<file path="src/rtl/bus_fabric_pkg.sv">
// bus_fabric_pkg: shared types and sizing helpers for the bus fabric slice.
//   state_t      - transaction engine states
//   sel_width()  - width of the slave-select field m_addr[WIDTH-1:SELLSB]
//   idx_width()  - width of a registered slave index
//   cnt_width()  - width of a counter able to hold 0..TIMEOUT
package bus_fabric_pkg;

  typedef enum logic [1:0] {
    IDLE   = 2'd0,
    ACCESS = 2'd1,
    RESP   = 2'd2
  } state_t;

  localparam int TIMEOUT_DEFAULT = 15;

  function automatic int sel_width(input int width, input int sellsb);
    return width - sellsb;
  endfunction

  function automatic int idx_width(input int nslave);
    return (nslave < 2) ? 1 : $clog2(nslave);
  endfunction

  function automatic int cnt_width(input int timeout);
    return $clog2(timeout + 1);
  endfunction

endpackage

</file>
<file path="src/rtl/bus_fabric_if.sv">
// bus_fabric_if: master-side request/response and slave-side access signals.
//   master modport - the core data master (drives requests, takes responses)
//   slave  modport - the peripheral side (takes selects, drives rdata/ack)
//   fabric modport - the transaction engine sitting between the two
interface bus_fabric_if #(
  parameter int WIDTH  = 32,
  parameter int NSLAVE = 4
);
  logic                     m_valid;
  logic                     m_ready;
  logic                     m_write;
  logic [WIDTH-1:0]         m_addr;
  logic [WIDTH-1:0]         m_wdata;
  logic                     m_rvalid;
  logic [WIDTH-1:0]         m_rdata;
  logic                     m_err;
  logic [NSLAVE-1:0]        s_sel;
  logic                     s_write;
  logic [WIDTH-1:0]         s_addr;
  logic [WIDTH-1:0]         s_wdata;
  logic [NSLAVE*WIDTH-1:0]  s_rdata;
  logic [NSLAVE-1:0]        s_ack;

  modport master (
    output m_valid, m_write, m_addr, m_wdata,
    input  m_ready, m_rvalid, m_rdata, m_err
  );

  modport slave (
    input  s_sel, s_write, s_addr, s_wdata,
    output s_rdata, s_ack
  );

  modport fabric (
    input  m_valid, m_write, m_addr, m_wdata,
    output m_ready, m_rvalid, m_rdata, m_err,
    output s_sel, s_write, s_addr, s_wdata,
    input  s_rdata, s_ack
  );
endinterface

</file>
<file path="src/rtl/bus_fabric_decoder.sv">
// bus_decoder: combinational address decode.
//   addr   in  WIDTH  master byte address
//   hit    out 1      select field names an existing slave
//   idx    out IDXW   slave index (meaningful only when hit)
//   offset out WIDTH  addr with the select field cleared
module bus_decoder
  import bus_fabric_pkg::*;
#(
  parameter int WIDTH  = 32,
  parameter int NSLAVE = 4,
  parameter int SELLSB = 28,
  localparam int SELW  = sel_width(WIDTH, SELLSB),
  localparam int IDXW  = idx_width(NSLAVE)
) (
  input  logic [WIDTH-1:0] addr,
  output logic             hit,
  output logic [IDXW-1:0]  idx,
  output logic [WIDTH-1:0] offset
);

  logic [SELW-1:0] field;

  assign field  = addr[WIDTH-1:SELLSB];
  // Whole-field compare: any stray bit above the index bits forces a miss.
  assign hit    = (32'(field) < 32'(NSLAVE));
  assign idx    = field[IDXW-1:0];
  assign offset = {{SELW{1'b0}}, addr[SELLSB-1:0]};

endmodule

</file>
<file path="src/rtl/bus_fabric.sv">
// bus_fabric: one master to NSLAVE memory-mapped slaves, one transaction
// outstanding at a time, with decode-error and ack-timeout responses.
//   clk, rst  - clock, synchronous active-high reset
//   bus       - bus_fabric_if.fabric: m_* request/response, s_* slave access
module bus_fabric
  import bus_fabric_pkg::*;
#(
  parameter int WIDTH   = 32,
  parameter int NSLAVE  = 4,
  parameter int SELLSB  = 28,
  parameter int TIMEOUT = TIMEOUT_DEFAULT
) (
  input logic          clk,
  input logic          rst,
  bus_fabric_if.fabric bus
);

  localparam int IDXW  = idx_width(NSLAVE);
  localparam int CNT_W = cnt_width(TIMEOUT);

  state_t             state_q, state_d;
  logic [CNT_W-1:0]   cnt_q, cnt_d;
  logic [IDXW-1:0]    idx_q, idx_d;
  logic [NSLAVE-1:0]  sel_q, sel_d;
  logic               write_q, write_d;
  logic [WIDTH-1:0]   addr_q, addr_d;
  logic [WIDTH-1:0]   wdata_q, wdata_d;
  logic [WIDTH-1:0]   rdata_q, rdata_d;
  logic               err_q, err_d;

  logic               dec_hit;
  logic [IDXW-1:0]    dec_idx;
  logic [WIDTH-1:0]   dec_off;

  bus_decoder #(
    .WIDTH  (WIDTH),
    .NSLAVE (NSLAVE),
    .SELLSB (SELLSB)
  ) u_dec (
    .addr   (bus.m_addr),
    .hit    (dec_hit),
    .idx    (dec_idx),
    .offset (dec_off)
  );

  always_comb begin
    state_d = state_q;
    cnt_d   = cnt_q;
    idx_d   = idx_q;
    sel_d   = sel_q;
    write_d = write_q;
    addr_d  = addr_q;
    wdata_d = wdata_q;
    rdata_d = rdata_q;
    err_d   = err_q;
    case (state_q)
      IDLE: begin
        if (bus.m_valid) begin
          if (dec_hit) begin
            state_d = ACCESS;
            idx_d   = dec_idx;
            sel_d   = NSLAVE'(1) << dec_idx;
            write_d = bus.m_write;
            addr_d  = dec_off;
            wdata_d = bus.m_wdata;
            cnt_d   = '0;
          end else begin
            // Decode miss answers straight away without touching any slave.
            state_d = RESP;
            err_d   = 1'b1;
            rdata_d = '0;
          end
        end
      end
      ACCESS: begin
        // Ack is checked before the timeout so a last-cycle ack still succeeds.
        if (bus.s_ack[idx_q]) begin
          state_d = RESP;
          rdata_d = write_q ? '0 : bus.s_rdata[int'(idx_q)*WIDTH +: WIDTH];
          err_d   = 1'b0;
          sel_d   = '0;
        end else if (cnt_q == CNT_W'(TIMEOUT - 1)) begin
          state_d = RESP;
          rdata_d = '0;
          err_d   = 1'b1;
          sel_d   = '0;
        end else begin
          cnt_d = cnt_q + 1'b1;
        end
      end
      RESP: begin
        state_d = IDLE;
        err_d   = 1'b0;
      end
      default: state_d = IDLE;
    endcase
  end

  always_ff @(posedge clk) begin
    if (rst) begin
      state_q <= IDLE;
      cnt_q   <= '0;
      idx_q   <= '0;
      sel_q   <= '0;
      write_q <= 1'b0;
      addr_q  <= '0;
      wdata_q <= '0;
      rdata_q <= '0;
      err_q   <= 1'b0;
    end else begin
      state_q <= state_d;
      cnt_q   <= cnt_d;
      idx_q   <= idx_d;
      sel_q   <= sel_d;
      write_q <= write_d;
      addr_q  <= addr_d;
      wdata_q <= wdata_d;
      rdata_q <= rdata_d;
      err_q   <= err_d;
    end
  end

  assign bus.m_ready  = (state_q == IDLE);
  assign bus.m_rvalid = (state_q == RESP);
  assign bus.m_rdata  = rdata_q;
  assign bus.m_err    = err_q;
  assign bus.s_sel    = sel_q;
  assign bus.s_write  = write_q;
  assign bus.s_addr   = addr_q;
  assign bus.s_wdata  = wdata_q;

endmodule

</file>
<file path="src/flat_wrapper.sv">
// flat-port wrapper written by rule: the top's interface ports become plain ports
module bus_fabric_flat import bus_fabric_pkg::*;
#(
  parameter int WIDTH   = 32,
  parameter int NSLAVE  = 4,
  parameter int SELLSB  = 28,
  parameter int TIMEOUT = TIMEOUT_DEFAULT
)
  (clk, rst, bus_m_valid, bus_m_write, bus_m_addr, bus_m_wdata, bus_m_ready, bus_m_rvalid, bus_m_rdata, bus_m_err, bus_s_sel, bus_s_write, bus_s_addr, bus_s_wdata, bus_s_rdata, bus_s_ack);
  bus_fabric_if #(.WIDTH(WIDTH), .NSLAVE(NSLAVE)) bus_i ();
  input logic clk;
  input logic rst;
  input wire logic [$bits(bus_i.m_valid)-1:0] bus_m_valid;
  input wire logic [$bits(bus_i.m_write)-1:0] bus_m_write;
  input wire logic [$bits(bus_i.m_addr)-1:0] bus_m_addr;
  input wire logic [$bits(bus_i.m_wdata)-1:0] bus_m_wdata;
  output wire logic [$bits(bus_i.m_ready)-1:0] bus_m_ready;
  output wire logic [$bits(bus_i.m_rvalid)-1:0] bus_m_rvalid;
  output wire logic [$bits(bus_i.m_rdata)-1:0] bus_m_rdata;
  output wire logic [$bits(bus_i.m_err)-1:0] bus_m_err;
  output wire logic [$bits(bus_i.s_sel)-1:0] bus_s_sel;
  output wire logic [$bits(bus_i.s_write)-1:0] bus_s_write;
  output wire logic [$bits(bus_i.s_addr)-1:0] bus_s_addr;
  output wire logic [$bits(bus_i.s_wdata)-1:0] bus_s_wdata;
  input wire logic [$bits(bus_i.s_rdata)-1:0] bus_s_rdata;
  input wire logic [$bits(bus_i.s_ack)-1:0] bus_s_ack;
  assign bus_i.m_valid = bus_m_valid;
  assign bus_i.m_write = bus_m_write;
  assign bus_i.m_addr = bus_m_addr;
  assign bus_i.m_wdata = bus_m_wdata;
  assign bus_m_ready = bus_i.m_ready;
  assign bus_m_rvalid = bus_i.m_rvalid;
  assign bus_m_rdata = bus_i.m_rdata;
  assign bus_m_err = bus_i.m_err;
  assign bus_s_sel = bus_i.s_sel;
  assign bus_s_write = bus_i.s_write;
  assign bus_s_addr = bus_i.s_addr;
  assign bus_s_wdata = bus_i.s_wdata;
  assign bus_i.s_rdata = bus_s_rdata;
  assign bus_i.s_ack = bus_s_ack;
  bus_fabric #(.WIDTH(WIDTH), .NSLAVE(NSLAVE), .SELLSB(SELLSB), .TIMEOUT(TIMEOUT)) u_core (.clk(clk), .rst(rst), .bus(bus_i));
endmodule
</file>
<file path="config.mk">
export PLATFORM = sky130hd
export DESIGN_NAME = bus_fabric_flat
export DESIGN_NICKNAME = d
export VERILOG_FILES = /design/src/rtl/bus_fabric_pkg.sv /design/src/rtl/bus_fabric_if.sv /design/src/rtl/bus_fabric_decoder.sv /design/src/rtl/bus_fabric.sv /design/src/flat_wrapper.sv
export SDC_FILE = /design/constraint.sdc
export NUM_CORES = 1
export LEC_CHECK = 0
export BUFFER_PORTS_ARGS = -buffer_cell sky130_fd_sc_hd__clkbuf_2
export CORE_AREA = 2 2 118 120
export DETAILED_ROUTE_END_ITERATION = 7
export DIE_AREA = 0 0 120 122
export PLACE_DENSITY = 0.68
export SLEW_MARGIN = 10
export SYNTH_ARGS = -nofsm -noshare
export SYNTH_HDL_FRONTEND = slang
export SYNTH_SLANG_ARGS = --single-unit
</file>
<file path="constraint.sdc">
create_clock -name clk -period 4.68 [get_ports clk]
set_clock_uncertainty 0.05 [all_clocks]
set_input_delay 0.936 -clock clk [delete_from_list [all_inputs] [get_ports clk]]
set_output_delay 0.936 -clock clk [all_outputs]
set_load 0.01 [all_outputs]
</file>
==> flow_summary_export.csv <==
group,metric,value,unit
outcome,status,"completed",
logic_synthesis,ys_types,39,
logic_synthesis,synth_top_area_frac,0.465,
critical_path,crit_family,"compound AO/OA/AOI/OAI gates",
logic_synthesis,yosysSeqAreaShare,0.465,
critical_path,slowest_delay,0.72,ns
cts,ctsHoldBuffers,0,
sta,relSlewSlack,0.350,
placement,place_hpwl,11300,µm
drt,drt-vias-per-instance,4.90,
floorplan,die_area,0.0146,mm²
cts,cts_tree,"yes",
cts,numClockSinks,106,
final_layout,postLayoutCoreUtil,0.475,
critical_path,worstPathRequired,4.87,ns
critical_path,worst_setup_path_end_kind,"flop",
global_routing,gr-total-overflow,0,
pwr,vdd_drop_max,0.193,mV
cts,clk_pin_slew,0.08,ns
cts,ctsLongestPathBuffers,2,
sta,slew_violations,0,
sta,fin_crit_sh,0.584,
sta,hold_viol_final,0,
floorplan,dieHeight,122,µm
global_routing,first_global_vias,4255,
logic_synthesis,syn_inst,465,
logic_synthesis,avgSynthCellArea,9.81,µm²
pwr,power.density,300,mW/mm²
floorplan,die_w,120,µm
logic_synthesis,synth_area_leaders,"dfxtp_1 47%, mux4_2 16%, nand2_1 11%, a21oi_1 7.7%, a22o_1 6.1%",
logic_synthesis,yosys_register_bits,106,
drt,wl,14500,µm
cts,cts_root_buf,"clkbuf_16",
sta,finalCriticalPeriod,2.73,ns
logic_synthesis,synth-main-ff-cell,"dfxtp_1",
cts,clock_latency,0.35,ns
drt,drc,0,
sta,tightest_slew,0.975,ns
critical_path,path_cells,"clkbuf_2 -> inv_1 -> a221o_2 -> a22o_1",
critical_path,start_kind,"primary input",
cts,cts_resized,0,
global_routing,grt_start_max_net_pins,58,
pwr,p_leak,0.00290,µW
floorplan,fp.coreArea,0.0135,mm²
worst_hold_path,hold_path.class,"flop to flop",
critical_path,crit_arrival,2.93,ns
logic_synthesis,synth-edff-count,0,
final_layout,nNetsFinal,945,
drt,drtIter0Drc,238,
logic_synthesis,netlist_area,0.00456,mm²
cts,cts_htree_levels,3,
global_routing,antenna_found_initial,1,
final_layout,syn2layout_area_growth,40.7,%
sta,setup-tns-final,0,ns
critical_path,path_class,"primary input to flop",
floorplan,start_util,0.338,
placement,place_inst,912,
cts,postCtsSetupBuffers,0,
placement,placed_cell_area,0.00612,mm²
floorplan,num_rows,43,
logic_synthesis,yosys-top-cells-count,"133 x nand2_1, 106 x dfxtp_1, 70 x a21oi_1, 33 x mux4_2, 32 x a22o_1",
placement,port_buffers,299,
logic_synthesis,ys_async_sr_fraction,0,
critical_path,crit_buf_inv,2,
sta,setup_violations,0,
drt,avgRoutedWirePerCell,15.6,µm
placement,globalplace.congestion,0.809,
drt,ant_nets,0,
drt,num_vias,4552,
final_layout,drive_gt1_frac,0.484,
logic_synthesis,yosysWarningCount,0,
logic_synthesis,yosys.area.top_type,"dfxtp_1",
logic_synthesis,synth_most_common_cell,"nand2_1",
job,max_cap_violations,0,
sta,max_freq,366,MHz
sta,rsz0062_at_grt,"false",
cts,cts_buffers,9,
global_routing,grt_pass1_wl,21600,µm
critical_path,path_max_fanout,45,
critical_path,worst_path_max_delay_cell,"clkbuf_2",
floorplan,io_pins,304,
global_routing,grt_usage,0.190,
final_layout,postLayoutCellArea,0.00641,mm²
drt,first_pass_iters,4,
final_layout,stdcell_count,929,
path summary, 6_finish.rpt:
check                   startpoint  slack, ns               endpoint  cells after the start
max                            rst       1.95  u_core.bus.m_rdata[9]                      4
min          u_core.bus.s_addr[14]       0.40  u_core.bus.s_addr[14]                      2
max reg2reg        u_core.idx_q[0]       2.41  u_core.bus.m_rdata[9]                      4
min reg2reg  u_core.bus.s_addr[14]       0.40  u_core.bus.s_addr[14]                      2
layout make-up:
type	count	area (µm²)
fill	1367	7090
multi-input combinational	317	2210
sequential	106	2120
timing repair buffer	306	1550
clock buffer	10	229
tap	180	225
clock inverter	6	60.1
inverter	3	11.3
antenna	1	2.50
layer usage:
metal	track usage	wire, µm	up-vias
met2	0.322	7130	189
met4	0.0662	316	0
met3	0.0758	1380	21
met5	0	0	-
met1	0.218	5630	2135
li1	-	-	2207
placed cells by master (no fill, tap or decap), drive strengths merged, types with 2 or more instances in the layout:
cell      n
clkbuf  309
nand2   133
dfxtp   106
a21oi    70
mux4     33
a22o     32
buf       7
nor2      6
inv       6
o21ai     5
or4       4
conb      4
nor2b     3
nor3      3
clkinv    3
nand2b    2
nand3b    2
o211ai    2
ha        2
logic make-up (layout without fill, tap and decap cells):
logic type | Yosys count | after routing | share of synthesized area
and+or+nand+nor | 161 | 161 | 0.148
muxes | 33 | 33 | 0.163
buffers and inverters | 45 | 325 | 0.0527
adders and majority gates | 2 | 2 | 0.00549
other | 1 | 5 | 0.000822
AOI/OAI and AO/OA | 117 | 117 | 0.164
DFF | 106 | 106 | 0.465
worst register-to-register path, stage by stage, from the launching register on:
cell,delay (ns)
dfxtp_2,0.35
mux4_2,0.62
a2111oi_2,0.32
a221o_2,0.61
a22o_1,0.27
sequential cells by signal, indices dropped and copies added, names as in the netlist:
register	count
u_core.bus.s_write	1
u_core.idx_q	2
u_core.bus.m_rdata	32
u_core.bus.m_err	1
u_core.state_q	2
u_core.bus.s_sel	4
u_core.bus.s_addr	28
u_core.cnt_q	4
u_core.bus.s_wdata	32
power by group:
group / switching (µW) / internal [µW] / leakage (µW)
registers: 14.9 / 926 / 0.000859
logic: 124 / 132 / 0.00190
clock network: 358 / 374 / 0.000141
total: 497 / 1430 / 0.00290
stage by stage:
| step | setup WS, ns | hold WS (ns) | power (µW) |
|---|---|---|---|
| floorplan | 2.35 | 0.407 | 1100 |
| global placement | 1.61 | 0.391 | 1220 |
| detailed placement | 1.60 | 0.396 | 1220 |
| CTS | 1.97 | 0.406 | 1950 |
| global route | 1.81 | 0.417 | 2020 |
| finish | 1.95 | 0.405 | 1930 |
Note: power is estimated with default switching activity, not from simulation.
